## src/rtl/fetch_queue.sv

```systemverilog
// rtl/fetch_queue.sv - instruction fetch stage with a small {pc, inst} queue feeding decode
module fetch_queue #(
    parameter int          DEPTH    = 4,
    parameter logic [31:0] RESET_PC = 32'd100
) (
    input  logic                     clock,
    input  logic                     reset,
    output logic [31:0]              imem_addr,
    input  logic [31:0]              imem_data,
    input  logic                     stall,
    input  logic                     redirect,
    input  logic [31:0]              redirect_pc,
    output logic                     dvalid,
    output logic [31:0]              dinst,
    output logic [31:0]              dpc,
    output logic [$clog2(DEPTH):0]   count
);
    localparam int             AW   = $clog2(DEPTH);
    localparam logic [AW:0]    FULL = (AW+1)'(DEPTH);

    logic [31:0]   pc;
    logic [AW-1:0] rptr;
    logic [AW-1:0] wptr;
    logic [31:0]   q_pc   [DEPTH];
    logic [31:0]   q_inst [DEPTH];
    logic          push;
    logic          pop;
    logic          unused_pc_bits;

    assign unused_pc_bits = ^redirect_pc[1:0];

    assign imem_addr = pc;
    assign dvalid    = (count != '0);
    assign pop       = dvalid & ~stall & ~redirect;
    // A full queue still accepts a new fetch when the head leaves in the same cycle.
    assign push      = ~redirect & ((count < FULL) | pop);

    assign dinst = dvalid ? q_inst[rptr] : 32'h0;
    assign dpc   = dvalid ? q_pc[rptr]   : 32'h0;

    always_ff @(posedge clock or posedge reset) begin
        if (reset) begin
            pc    <= RESET_PC;
            rptr  <= '0;
            wptr  <= '0;
            count <= '0;
        end else if (redirect) begin
            pc    <= {redirect_pc[31:2], 2'b00};
            rptr  <= '0;
            wptr  <= '0;
            count <= '0;
        end else begin
            if (push) begin
                wptr <= wptr + 1'b1;
                pc   <= pc + 32'd4;
            end
            if (pop) begin
                rptr <= rptr + 1'b1;
            end
            case ({push, pop})
                2'b10:   count <= count + 1'b1;
                2'b01:   count <= count - 1'b1;
                default: count <= count;
            endcase
        end
    end

    // Payload storage needs no reset: entries are only visible through dvalid gating.
    always_ff @(posedge clock) begin
        if (push) begin
            q_pc[wptr]   <= pc;
            q_inst[wptr] <= imem_data;
        end
    end
endmodule
```

## config.mk

```make
export PLATFORM = sky130hd
export DESIGN_NAME = fetch_queue
export DESIGN_NICKNAME = d
export VERILOG_FILES = /design/src/rtl/fetch_queue.sv
export SDC_FILE = /design/constraint.sdc
export NUM_CORES = 1
export LEC_CHECK = 0
export CORE_MARGIN = 1.5
export CORE_UTILIZATION = 40
export CTS_CLUSTER_DIAMETER = 150
export DETAILED_ROUTE_END_ITERATION = 10
export PLACE_DENSITY = 0.61
export SLEW_MARGIN = 20
export SYNTH_ARGS = -nofsm -noshare
export SYNTH_HDL_FRONTEND = slang
export SYNTH_SLANG_ARGS = --single-unit
```

## constraint.sdc

```tcl
create_clock -name clock -period 3 [get_ports clock]
set_input_delay 0.3 -clock clock [delete_from_list [all_inputs] [get_ports clock]]
set_output_delay 0.3 -clock clock [all_outputs]
set_load 0.05 [all_outputs]
```

==> metrics.yaml <==
sta:
  max_slew.worst_pin.slew_ns: 0.8957
  grt_setup_unrepaired: "false"
  fin_worst_skew_ns: 0.01118
  fin_tns_setup_ns: 0
  finalHoldViolations: 0
  slew_headroom_pct: 40.22
  period_share_pct: 94.44
  setup_viol: 0
  fmax_mhz: 353.0
  slew_viol_final: 0
  period_needed_ns: 2.833
cells_and_area:
  final_area_um2: 14730
  diodes: 0
  fin_nets: 908
  syn2layout_area_growth_pct: 27.49
  fill_cells: 2364
  most-common-layout-cells: "248 x edfxtp_1, 103 x clkdlybuf4s50_1, 65 x buf_4"
  final_common_cell: "edfxtp_1"
  drive_gt1_share_pct: 23.83
drt:
  drc: 0
  antenna_left: 0
  finalWirelength_um: 25970
  drtPass1Iterations: 5
  wl_per_cell_um: 20.94
  drtIter0Drc: 538
  via_count: 6595
  vias_per_cell: 5.319
logic_synthesis:
  ys_seq_elements: 285
  synth.avg_cell_area_um2: 17.75
  ys_async_sr_fraction_pct: 12.98
  synth_top_area_share_pct: 64.44
  synthTopCellsByArea: "edfxtp_1 64%, mux4_2 12%, dfrtp_1 7.4%, nor2b_1 3.4%, or4_1 1.3%"
  ys_warn_count: 0
  yosysTopAreaCell: "edfxtp_1"
  synth_top_flop_cell: "edfxtp_1"
  synth_edf_count: 248
  synth_cell_types: 41
  netlist_area_um2: 11560
  ys_seq_area_share_pct: 72.48
  syn_inst: 651
floorplanning:
  dieArea_um2: 29920
  die_x_um: 173.0
  die_h_um: 173.0
  start_util_pct: 40.48
  rows: 62
  pin_count: 168
  core_area_um2: 28550
worst_setup_path:
  worst_setup_path_end_kind: "primary output"
  crit_slowest_cell: "clkdlybuf4s50_1"
  reg2reg_from: "imem_addr[2]"
  arrival_ns: 2.53
  reg2reg_depth: 5
  path_cells: "mux4_2 > nor2b_1 > clkdlybuf4s50_1"
  crit_buf_inv: 1
  critical_path_class: "reg -> out"
  worstPathRequired_ns: 2.70
  r2r_end: "imem_addr[28]"
  cp-start-kind: "flip-flop"
  cp_top_family: "buffers and inverters"
  max_stage_delay_ns: 0.70
  reg2reg_slack_ns: 0.58
  crit_path_max_fanout: 12
clock_network:
  tritoncts: "yes"
  clk_path_buf_depth: 3
  cts-root-buf: "clkbuf_16"
  numCtsBuffers: 29
  clock_sinks: 285
  h-tree-depth: 1
  clock_latency_ns: 0.53
  cts.clk_slew.worst_paths_ns: 0.06
placed_design:
  port_buffers: 161
  placed_cell_area_um2: 13690
  gp_congestion: 0.8030
  dp_hpwl_um: 16610
global_route:
  grt_first_pass_wirelength_um: 40390
  antenna_found_initial: 0
  gr-total-overflow: 0
  grt_usage_pct: 17.42
  grt_pass1_vias: 6825
  grt_start_max_net_pins: 42
min_path:
  min_path_type: "in -> async"
power:
  p_leak_nw: 4.948
  cellPowerDensity_nw_per_um2: 914.6
  vdd_drop_max_mv: 0.4167
flow_run:
  cap_violations: 0
run_status:
  status: "completed"
[final cells by class]
cell class | instances | area [um2] | area share (%)
Sequential cell | 285 | 8384 | 56.90
Inverter | 11 | 41.29 | 0.2802
Clock inverter | 19 | 254.0 | 1.724
Timing Repair Buffer | 187 | 1793 | 12.17
Tap cell | 384 | 480.5 | 3.261
Multi-Input combinational cell | 320 | 2997 | 20.34
Clock buffer | 34 | 784.5 | 5.324
[power by group]
| group | switching, mW | internal (mW) |
|---|---|---|
| sequential | 0.286 | 4.82 |
| clock | 1.45 | 2.38 |
| combinational | 3.00 | 1.54 |
[worst register-to-register path: stages (launching register included)]
cell,delay [ns]
dfstp_2,0.67
ha_1,0.23
nand3_1,0.10
or4_1,0.65
or4_1,0.51
a31oi_1,0.18
[cell usage after synthesis (2+ instances only)]
cell type	number
a21oi_1	7
o211ai_1	5
clkbuf_1	25
or2_2	2
dfrtp_1	34
mux4_2	62
xor2_1	3
buf_4	4
nor2b_1	62
ha_1	5
and2_1	4
nor3b_1	2
or4_1	20
nor4_1	4
dfstp_2	3
o31ai_1	12
nand2_1	29
inv_1	11
or3_1	3
buf_2	9
nor3_1	2
or3_2	2
xnor2_1	9
edfxtp_1	248
a31oi_1	14
nand4_1	10
nand3_1	14
o21ai_0	15
nor2_1	19
[worst max path at each step]
stage	depth (start not counted)	slack, ns	end	start
5_1_grt	5	0.07	dpc[25]	count[2]
4_1_cts	3	0.0006	dinst[2]	rptr[0]
6_report	3	0.17	dinst[24]	rptr[0]
2_1_floorplan	3	0.11	q_inst[0][0]	count[2]
3_3_place_gp	5	0.42	imem_addr[29]	redirect
3_5_place_dp	5	0.39	imem_addr[29]	redirect
[stage by stage]
stage	utilization (%)	hold WS [ns]	cells	power [mW]	setup slack, ns
2_1_floorplan	-	0.3989	655	8.253	0.1058
3_3_place_gp	47.96	0.5750	1186	9.772	0.4209
3_5_place_dp	47.96	0.6029	1186	9.845	0.3927
4_1_cts	51.56	0.2828	1239	13.64	0.0006339
5_1_grt	51.61	0.3159	1240	14.01	0.07369
6_report	51.61	0.3005	1240	13.48	0.1668
[metal layers]
metal / share of wire (%) / up-vias / routed length (um) / global-route usage (%)
li1: - / 2942 / - / -
met1: 45 / 3339 / 11720 / 24.98
met2: 47 / 284 / 12310 / 28.66
met3: 6.2 / 30 / 1603 / 2.551
met4: 1.3 / 0 / 334 / 3.370
met5: 0 / - / 0 / 0
[timing repair]
item,CTS,global route
pin swaps,0,0
gates resized for setup,9,0
setup endpoints to repair,9,4
setup buffers,0,1
hold buffers,0,0
[kinds of logic after synthesis]
| logic type | synth area share (%) |
|---|---|
| buf+inv | 1.851 |
| flops | 72.48 |
| other cells | 0.03245 |
| fa+ha+maj | 0.7145 |
| mux | 12.17 |
| simple gates | 8.812 |
| xor+xnor | 0.9095 |
| compound gates | 3.031 |
[registers in the layout (all words and copies together), names as in the netlist]
register,count
q_pc,120
rptr,2
count,3
q_inst,128
imem_addr,30
wptr,2
Power figures use the tool's default switching activity.
